--- src/rtl/coin_acceptor.sv ---
// Coin-mech front end: sync, debounce and classify $5/$10 coins.
// Emits one-cycle coin codes, drives the reject gate, latches jams.
module coin_acceptor #(
  parameter int DEBOUNCE_CYCLES = 16,
  parameter int GAP_CYCLES      = 8,
  parameter int JAM_CYCLES      = 1024
) (
  input  logic       clk,
  input  logic       reset,
  input  logic       enable,
  input  logic       sense_5,
  input  logic       sense_10,
  output logic [1:0] coin,
  output logic       reject_gate,
  output logic       jam,
  output logic [7:0] count_5,
  output logic [7:0] count_10
);

  localparam int DW = $clog2(DEBOUNCE_CYCLES + 1);
  localparam int GW = $clog2(GAP_CYCLES + 1);
  localparam int JW = $clog2(JAM_CYCLES + 1);

  typedef enum logic [2:0] {
    S_IDLE,
    S_HOLD,
    S_REJECT,
    S_GAP,
    S_JAM
  } state_t;

  // Bit 0 is the $5 line, bit 1 the $10 line.
  logic [1:0]         s1_q;
  logic [1:0]         s2_q;
  logic [1:0]         filt_q;
  logic [1:0]         filt_d;
  logic [1:0]         prev_q;
  logic [1:0][DW-1:0] db_q;
  logic [1:0][DW-1:0] db_d;

  state_t      state_q;
  logic        type_q;
  logic [JW-1:0] jcnt_q;
  logic [GW-1:0] gcnt_q;
  logic [1:0]  coin_q;
  logic        rej_q;
  logic        jam_q;
  logic [7:0]  cnt5_q;
  logic [7:0]  cnt10_q;

  logic [1:0] rise;
  logic [1:0] fall;
  logic       quiet;

  always_comb begin
    filt_d = filt_q;
    db_d   = '0;
    for (int i = 0; i < 2; i++) begin
      if (s2_q[i] != filt_q[i]) begin
        if (db_q[i] == DW'(DEBOUNCE_CYCLES - 1)) begin
          filt_d[i] = ~filt_q[i];
        end else begin
          db_d[i] = db_q[i] + 1'b1;
        end
      end
    end
  end

  always_ff @(posedge clk) begin
    if (reset) begin
      s1_q   <= '0;
      s2_q   <= '0;
      filt_q <= '0;
      prev_q <= '0;
      db_q   <= '0;
    end else begin
      s1_q   <= {sense_10, sense_5};
      s2_q   <= s1_q;
      filt_q <= filt_d;
      prev_q <= filt_q;
      db_q   <= db_d;
    end
  end

  assign rise = filt_q & ~prev_q;
  assign fall = ~filt_q & prev_q;
  // A coin still settling in the debouncer keeps the gap window open.
  assign quiet = ~|{s2_q, filt_q};

  always_ff @(posedge clk) begin
    if (reset) begin
      state_q <= S_IDLE;
      type_q  <= 1'b0;
      jcnt_q  <= '0;
      gcnt_q  <= '0;
      coin_q  <= 2'b00;
      rej_q   <= 1'b0;
      jam_q   <= 1'b0;
      cnt5_q  <= '0;
      cnt10_q <= '0;
    end else begin
      coin_q <= 2'b00;
      unique case (state_q)
        S_IDLE: begin
          if (rise == 2'b11 || (|rise && !enable)) begin
            state_q <= S_REJECT;
            rej_q   <= 1'b1;
            jcnt_q  <= '0;
          end else if (|rise) begin
            state_q <= S_HOLD;
            type_q  <= rise[1];
            jcnt_q  <= '0;
          end
        end
        S_HOLD: begin
          if (rise[!type_q]) begin
            state_q <= S_REJECT;
            rej_q   <= 1'b1;
            jcnt_q  <= '0;
          end else if (fall[type_q]) begin
            state_q <= S_GAP;
            gcnt_q  <= '0;
            if (type_q) begin
              coin_q <= 2'b10;
              if (cnt10_q != 8'hFF) cnt10_q <= cnt10_q + 8'd1;
            end else begin
              coin_q <= 2'b01;
              if (cnt5_q != 8'hFF) cnt5_q <= cnt5_q + 8'd1;
            end
          end else if (jcnt_q == JW'(JAM_CYCLES - 1)) begin
            state_q <= S_JAM;
            jam_q   <= 1'b1;
          end else begin
            jcnt_q <= jcnt_q + 1'b1;
          end
        end
        S_REJECT: begin
          if (filt_q == 2'b00) begin
            state_q <= S_GAP;
            rej_q   <= 1'b0;
            gcnt_q  <= '0;
          end else if (jcnt_q == JW'(JAM_CYCLES - 1)) begin
            state_q <= S_JAM;
            rej_q   <= 1'b0;
            jam_q   <= 1'b1;
          end else begin
            jcnt_q <= jcnt_q + 1'b1;
          end
        end
        S_GAP: begin
          if (|rise) begin
            state_q <= S_REJECT;
            rej_q   <= 1'b1;
            jcnt_q  <= '0;
          end else if (!quiet) begin
            gcnt_q <= '0;
          end else if (gcnt_q == GW'(GAP_CYCLES - 1)) begin
            state_q <= S_IDLE;
          end else begin
            gcnt_q <= gcnt_q + 1'b1;
          end
        end
        S_JAM: begin
          jam_q <= 1'b1;
          rej_q <= 1'b0;
        end
        default: begin
          state_q <= S_IDLE;
        end
      endcase
    end
  end

  assign coin        = coin_q;
  assign reject_gate = rej_q;
  assign jam         = jam_q;
  assign count_5     = cnt5_q;
  assign count_10    = cnt10_q;

endmodule

--- config.mk ---
export PLATFORM = sky130hd
export DESIGN_NAME = coin_acceptor
export DESIGN_NICKNAME = d
export VERILOG_FILES = /design/src/rtl/coin_acceptor.sv
export SDC_FILE = /design/constraint.sdc
export NUM_CORES = 1
export LEC_CHECK = 0
export CAP_MARGIN = 25
export CELL_PAD_IN_SITES_DETAIL_PLACEMENT = 0
export CELL_PAD_IN_SITES_GLOBAL_PLACEMENT = 2
export CORE_MARGIN = 3
export CORE_UTILIZATION = 38
export CTS_CLUSTER_DIAMETER = 200
export DETAILED_ROUTE_END_ITERATION = 8
export PLACE_DENSITY_LB_ADDON = 0.1
export SLEW_MARGIN = 20
export SYNTH_ARGS = -nofsm -noshare
export SYNTH_HDL_FRONTEND = slang
export SYNTH_SLANG_ARGS = --single-unit
--- constraint.sdc ---
create_clock -name clk -period 3.3 [get_ports clk]
set_input_delay 0.66 -clock clk [delete_from_list [all_inputs] [get_ports clk]]
set_output_delay 0.66 -clock clk [all_outputs]
set_load 0.01 [all_outputs]
==> metrics.cfg <==
[grt]
grt_pass1_vias = 2288
grt_pass1_wl_mm = 10.9
antenna_found_initial = 0
grt_overflow = 0
grt_max_degree = 26
grt_use_total_pct = 15.7

[clock_tree]
cts_resized = 0
cts-root-buf = clkbuf_8
cts-buffers-inserted = 9
cts.htree.levels = 3
insertion_delay_ps = 340
clkTransAtPathRegs_ps = 70
cts_tree = yes
cts_setup_buffers = 0
clkSinkCount = 57
hold_buffers = 0
clockBufferDepth = 2

[yosys]
synth_edf_count = 0
ys_seq_area_share_pct = 39.5
yosysUniqueCellTypes = 57
synthArstFlopShare_pct = 0
yosys_warnings = 0
synth_area_sq_um = 2890
syn_nets = 348
synthFlopType = dfxtp_1
ys_seq_elements = 57
syn_inst = 335
synth.avg_cell_area_sq_um = 8.61

[timing]
setup_viol = 0
fin_hold_ws_ps = 447
clock.fmax_ghz = 0.439
finalCriticalPeriod_ps = 2280
skew_ps = 8.88
worst_slew_pin_slew_ps = 911
slew_headroom_pct = 39.2
hold_viol = 0
slew_violations = 0
finalSetupTns_ps = 0
rsz0062_at_grt = no
post-route-period-util_pct = 69.0

[drt]
viasPerCell = 5.31
via_count = 2448
drt_iter0_markers = 136
drt-total-wl_mm = 6.22
ant_nets = 0
drcViolationCount = 0
avgRoutedWirePerCell_um = 13.5
firstDrtPassIters = 6

[floorplan]
die_w_um = 93.1
die_y_um = 93.1
die_area_sq_um = 8670
initial_core_util_pct = 39.6
pin_count = 25
num_rows = 31
fp.coreArea_sq_um = 7290

[critical_path]
crit_path_start_kind = register
end_kind = register
cp_max_fo = 10
critPathKind = register to register
cp_data_arrival_time_ps = 2470
critPathRequiredTime_ps = 3500
reg2reg_setup_slack_ps = 1020

[pwr]
max-vdd-ir-drop_v = 0.000279
pwr-share-clk_pct = 50.7
p_switching_w = 0.000309
p_seq_share_pct = 47.5
p_int_w = 0.00115
power_density_nw_per_um2 = 426
p_leak_nw = 1.10
p_comb_share_pct = 1.7
p_sw_share_pct = 21.2

[final_layout]
final_common_cell = dfxtp_1
fin_area_sq_um = 3420
multiInputGateArea_sq_um = 1600
antenna_cells = 0
nets = 370
filler_cell_count = 743
regArea_sq_um = 1140
final_cell_mix = 57 x dfxtp_1, 42 x nor2_1, 24 x clkdlybuf4s50_1
area_delta_synth_final_pct = 18.4
final_layout_size_suffix_gt1_share_pct = 8.01

[place]
hpwl_mm = 4.37
io_buffers = 24
gp_congestion = 0.853
place_area_sq_um = 3190

[run_status]
status = completed

[flow_run]
drv_cap = 0

[hold_path]
min_path_type = register to register

==> power by group through the flow <==
stage / combinational [W] / sequential, W / clock [W]
final: 0.0000254 / 0.000692 / 0.000740
after global routing: 0.0000287 / 0.000692 / 0.000795
after CTS: 0.0000263 / 0.000692 / 0.000764
after detailed placement: 0.0000262 / 0.000708 / 0
after global placement: 0.0000260 / 0.000708 / 0
after floorplan: 0.0000151 / 0.000708 / 0
==> cells by family (layout without fill, tap and decap cells) <==
family / count (synthesis) / count (layout) / synth area share (%)
xor gates and xnor gates: 17 / 17 / 5.16
AOI/OAI and AO/OA: 71 / 71 / 17.5
buffers and inverters: 31 / 58 / 4.86
DFF: 57 / 57 / 39.5
and+or+nand+nor: 145 / 145 / 27.4
adders and majority gates: 9 / 9 / 3.82
muxes: 5 / 5 / 1.73
==> cell type report <==
| class | instances | area share (%) |
|---|---|---|
| Tap cell | 99 | 3.63 |
| Multi-Input combinational cell | 247 | 46.9 |
| Inverter | 15 | 1.65 |
| Clock inverter | 6 | 2.67 |
| Timing Repair Buffer | 27 | 7.69 |
| Sequential cell | 57 | 33.4 |
| Clock buffer | 10 | 4.03 |
==> flip-flops by register name (all words and copies together) (netlist names) <==
signal       cells
count_10         8
db_q            10
count_5          8
prev_q           2
coin             2
gcnt_q           4
jcnt_q          11
reject_gate      1
type_q           1
s2_q             2
filt_q           2
state_q          3
s1_q             2
jam              1
==> Yosys cell counts, types with 2 or more instances <==
master     instances  share of area, %
o31ai_1            4               1.0
mux2i_1            5               1.7
nor4_1             7               1.5
o31a_1             2              0.61
nand3_1           12               2.1
and3_1             4              0.87
nor2_1            42               5.5
or2_2              2              0.43
nor2b_1           12               2.6
buf_6              3               1.2
clkbuf_1          10               1.3
and2_1             2              0.43
nand4_1            5               1.1
buf_1              2              0.26
xor2_1             6               1.8
o21ai_0           10               1.7
dfxtp_1           57                40
o22ai_1            5               1.1
and4b_1            2              0.69
nand2_1           17               2.2
a31oi_1            2              0.43
a21oi_1           10               1.7
xnor2_1           11               3.3
o211ai_1           5               1.3
nor3_1             6               1.0
o32ai_1            5               1.5
or3_1              7               1.5
inv_1             15               2.0
nand2b_1          16               3.5
ha_1               8               3.5
nand3b_1           3              0.78
o2111ai_1          2              0.61
and4_1             2              0.61
a311oi_1           3              0.91
a211oi_1           9               2.3
==> path summary, 6_finish.rpt <==
kind	startpoint	end	cells after the start
setup / recovery	filt_q[1]	jcnt_q[0]	5
hold / removal	s1_q[0]	s2_q[0]	1
setup reg to reg	filt_q[1]	jcnt_q[0]	5
hold reg to reg	s1_q[0]	s2_q[0]	1
==> layer usage <==
metal  wire length (um)  GRT usage, %  vias to the layer above
met2               2880          24.5                       40
met1               3030          20.6                     1146
li1                   -             -                     1255
met5                  0             0                        -
met4                 70          4.76                        0
met3                243          5.15                        7
==> metrics by stage <==
step                      util, %  std cells  power (W)  setup WS [ps]
after CTS                    46.9        461    0.00148           1000
after floorplan                 -        335   0.000723           1430
after global routing         46.9        461    0.00152            760
after global placement       43.7        445   0.000734           1100
final                        46.9        461    0.00146           1020
after detailed placement     43.7        445   0.000734           1030
==> critical path, stage by stage, from the launching register on <==
cell and delay (ps):
dfxtp_1 480, nor2b_1 600, o221ai_1 250, o221a_2 380
a211oi_1 290, o32ai_1 140
(Power assumes the default switching activity.)
==> RTL edit 1, RTL diff (same flow settings) <==
Put one more register stage on the output `count_5`, without a reset. The value now appears one clock later. The other outputs are not delayed to match.
--- a/src/rtl/coin_acceptor.sv
+++ b/src/rtl/coin_acceptor.sv
@@ -176,3 +176,5 @@
   assign jam         = jam_q;
-  assign count_5     = cnt5_q;
+  always_ff @(posedge clk) begin
+    count_5 <= cnt5_q;
+  end
   assign count_10    = cnt10_q;
Formal check against the unedited RTL: no difference found for any inputs over 10 cycles, from zero or initial values and one cycle with reset high; that may be too few to reach the edited logic, so the function may still have changed.
==> RTL edit 1 against the original RTL <==
  * Maximum frequency grew 0.29%
  * Count of clock-buffer cells in the layout increased by 2
  * Worst setup slack better by 0.0065 ns
  * Cell area increased by 7.8%
  * Sequential cell count up 8
  * Routed wire length up 15%
  * Synthesized area rose by 11%
  * Largest cell class unchanged
Power is not compared: it rests on default switching activity, and its combinational part moved more than twofold at a synthesized area within 25%.
==> RTL edit 1: results (changes against the original RTL) <==
[outcome]
status = finished, final reports clean

[yosys]
syn-num-nets = 369  ; +6.0%
async_flop_share = 0  ; unchanged
synthTopCellsByArea = dfxtp_1 41%, nor2_1 4.3%, ha_1 3.1%
ys_top_cells_by_count = 65 x dfxtp_1, 37 x nor2_1, 23 x nand2_1
ys_types = 73  ; +28%
ys.flop_type = dfxtp_1
yosysSeqAreaShare = 0.406  ; +0.0101
syn_inst = 356  ; +6.3%

[place]
pre_cts_slack_ns = 1.07  ; +0.0387 ns
placed_cell_area_mm2 = 0.00349  ; +9.4%
gp_congestion = 0.811  ; -4.9%
portBuffers = 24  ; unchanged
post-place-cells = 466  ; +4.7%
hpwl_mm = 4.89  ; +12%

[power]
peakVddDrop_uv = 249

[detailed_routing]
dr.pass1.iters = 4  ; -2
viasPerCell = 5.41  ; +1.9%
drt-initial-drc-count = 170  ; +25%
vias = 2602  ; +6.3%
post_drt_wl_per_cell_um = 14.8  ; +9.8%

[sta]
tns_ns = 0  ; unchanged
maxSlewHeadroom = 0.379  ; -0.0130
skew_ns = 0.00917  ; +0.000289 ns

[clocking]
clk_latency_ns = 0.33
numCtsBuffers = 9  ; unchanged
cts_root_buf = clkbuf_8
clk_pin_slew_ns = 0.07  ; about the same
cts_setup_buffers = 0  ; unchanged
cts.htree.levels = 3  ; unchanged

[critical_path]
path_max_fanout = 5  ; -5
cp_slowest_cell = nor4_1
max_stage_delay_ns = 0.80  ; +0.20 ns
crit_family = simple AND/OR/NAND/NOR gates
critPathArrivalTime_ns = 2.52  ; +0.05 ns

[hold_path]
hold_class = reg2reg

[layout]
n_fill_cell = 787  ; +5.9%
layout-drive-gt1-share = 0.111  ; +0.0307
nNetsFinal = 388  ; +4.9%
largestRegisters = jcnt_q: 11 flops, db_q: 10 flops
final_common_cell = dfxtp_1
n_antenna_cell = 0  ; unchanged

[grt]
grt_max_degree = 46  ; +77%
grt_pass1_vias = 2492  ; +8.9%
grt_pass1_wl_mm = 12.5  ; +15%
antenna_found_initial = 0  ; unchanged
grt.total_usage = 0.157  ; +0.000384

==> RTL edit 1: worst paths after layout <==
| check | cells after the start | slack (ns) | startpoint | end |
|---|---|---|---|---|
| worst max-delay path | 6 | 1.03 | jcnt_q[0]$_SDFFE_PP0P_ | reject_gate$_SDFFE_PP0P_ |
| worst min-delay path | 0 | 0.38 | cnt5_q[5]$_SDFFE_PP0P_ | count_5[5]$_DFF_P_ |
| worst max register to register | 6 | 1.03 | jcnt_q[0]$_SDFFE_PP0P_ | reject_gate$_SDFFE_PP0P_ |
| worst min register to register | 0 | 0.38 | cnt5_q[5]$_SDFFE_PP0P_ | count_5[5]$_DFF_P_ |
==> RTL edit 1: logic make-up (layout without fill, tap and decap cells) <==
| group | count (synthesis) | after routing | share of synthesized area |
|---|---|---|---|
| xor gates and xnor gates | 17 | 17 | 0.0464 |
| adders and majority gates | 9 | 9 | 0.0343 |
| DFF | 65 | 65 | 0.406 |
| AOI/OAI and AO/OA | 72 | 72 | 0.170 |
| and+or+nand+nor | 156 | 156 | 0.285 |
| muxes | 4 | 4 | 0.0125 |
| buffers and inverters | 33 | 56 | 0.0456 |
==> RTL edit 1: cell type report <==
type	count	area (um2)	area share
repair buffers	24	235	0.0639
inverters	17	63.8	0.0173
multi-input cells	258	1760	0.478
flip-flops and latches	65	1300	0.353
well taps	102	128	0.0346
clock inverters	3	40.0	0.0109
clock buffers	12	155	0.0421
==> RTL edit 1: power by group <==
group	internal (mW)	switching, mW
combinational	0.207	0.297
clock	0.384	0.289
sequential	0.815	0.0706
==> RTL edit 1: layer usage <==
metal	track usage	up-vias	share of wire
met4	0.0586	0	0.012
li1	-	1322	-
met3	0.0393	10	0.034
met1	0.224	1233	0.52
met5	0	-	0
met2	0.229	37	0.44
==> RTL edit 2, RTL diff (same flow settings) <==
Without the edit above. `DEBOUNCE_CYCLES`: 16 -> 8.
--- a/src/rtl/coin_acceptor.sv
+++ b/src/rtl/coin_acceptor.sv
@@ -3,3 +3,3 @@
 module coin_acceptor #(
-  parameter int DEBOUNCE_CYCLES = 16,
+  parameter int DEBOUNCE_CYCLES = 8,
   parameter int GAP_CYCLES      = 8,
Function: same outputs for any inputs over 10 cycles, from zero or initial values and one cycle with reset high; that may be too few to reach the edited logic, so the function may still have changed.
==> RTL edit 2 against the original RTL <==
  * Global-route usage rose by 0.41 points
  * Sequential cell count down 2
  * Critical path type unchanged
  * Cell count decreased by 4.6%
  * Die area shrank 1.2%
  * Synthesized area is 1.3% lower
  * Cell area is 4.9% lower
  * Worst hold slack better by 0.0028 ns
  * Worst setup slack better by 0.051 ns
  * Routed wire length rose by 4.9%
Power is not compared: it rests on default switching activity, and its combinational part moved more than twofold at a synthesized area within 25%.
==> RTL edit 2: results (changes against the original RTL) <==
[layout]
layout-drive-gt1-share = 0.102  ; +0.0216
n_antenna_cell = 0  ; unchanged
nNetsFinal = 354  ; -4.3%

[detailed_routing]
dr.pass1.iters = 4  ; -2
vias = 2405  ; -1.8%
met1_length_mm = 3.19  ; +5.4%
drt-initial-drc-count = 83  ; -39%
routed_wl_mm = 6.53  ; +4.9%
wl_met2_mm = 3.06  ; +6.3%
wl_met3_um = 140  ; -42%

[clocking]
clk_latency_ns = 0.31  ; -0.03 ns
cts_setup_buffers = 0  ; unchanged
clk_pin_slew_ns = 0.10  ; +0.03 ns
numCtsBuffers = 5  ; -4
cts.htree.levels = 2  ; -1
clock_path_buffers = 2  ; unchanged

[yosys]
syn-num-nets = 333  ; -4.3%
synth_compound_area_frac = 0.193  ; +0.0181
ys_top_cells_by_count = 55 x dfxtp_1, 37 x nor2_1, 21 x nand2_1
synthAdderAreaFrac = 0.0299  ; -0.00828
synthTopCellsByArea = dfxtp_1 39%, nor2_1 4.9%, xnor2_1 4.3%
yosys.area_share.xor_xnor = 0.0523  ; +0.000680
ys_types = 69  ; +21%
yosysSeqAreaShare = 0.387  ; -0.00885
muxShareOfSynthArea = 0.0224  ; +0.00506

[critical_path]
r2r-start = state_q[0]$_SDFFE_PP0P_
crit_path_end = count_10[5]$_SDFFE_PP0P_
r2r_slack_ns = 1.07  ; +0.05 ns
path_max_fanout = 21  ; +11
critPathArrivalTime_ns = 2.43  ; -0.04 ns

[grt]
antenna_found_initial = 0  ; unchanged
grt_max_degree = 43  ; +65%
met3_usage = 0.0260  ; -0.0255
grt_pass1_vias = 2293  ; +0.22%
grt_use_met1 = 0.214  ; +0.00878
use_met2 = 0.251  ; +0.00601
grt_pass1_wl_mm = 11.3  ; +3.4%
grt.total_usage = 0.161  ; +0.00409

[sta]
skew_ns = 0.00577  ; -0.00311 ns
hold_ws_ns = 0.449  ; +0.00281 ns
maxSlewHeadroom = 0.504  ; +0.112

[place]
hpwl_mm = 4.51  ; +3.2%
portBuffers = 24  ; unchanged
gp_congestion = 0.740  ; -13%

[outcome]
status = finished, final reports clean

[hold_path]
hold_end = s2_q[0]$_SDFF_PP0_

[power]
p_switching_uw = 333

[RTL edit 2: cell count changes in the layout (fill, tap and decap cells not counted), moves of 4 or more]
cell      before  now
nand2b_1      16    5
a211oi_1       9    2
inv_1         15    9
nor2_1        42   37
a21oi_1       10   14
a32o_1         0    4
clkbuf_8      10    6
nand2_1       17   21
o32ai_1        5    1
[RTL edit 2: layout make-up]
type,count,area [um2]
sequential,55,1100
fill,722,3770
tap,96,120
timing repair buffer,26,255
clock inverter,2,13.8
multi-input combinational,246,1640
clock buffer,6,82.6
inverter,9,33.8
[RTL edit 2: stage by stage]
step	area (um2)	worst slack, ns	std cells
global route	3250	0.911	440
finish	3250	1.07	440
floorplan	2850	1.52	322
CTS	3250	1.06	440
global placement	3150	0.865	432
detailed placement	3150	0.854	432
[RTL edit 2: critical path, cell delays in order, from the launching register on]
cell     delay, ns
dfxtp_1       0.78
nor3b_1       0.32
nand4_2       0.26
a31oi_2       0.33
nand4_1       0.15
mux2_2        0.28
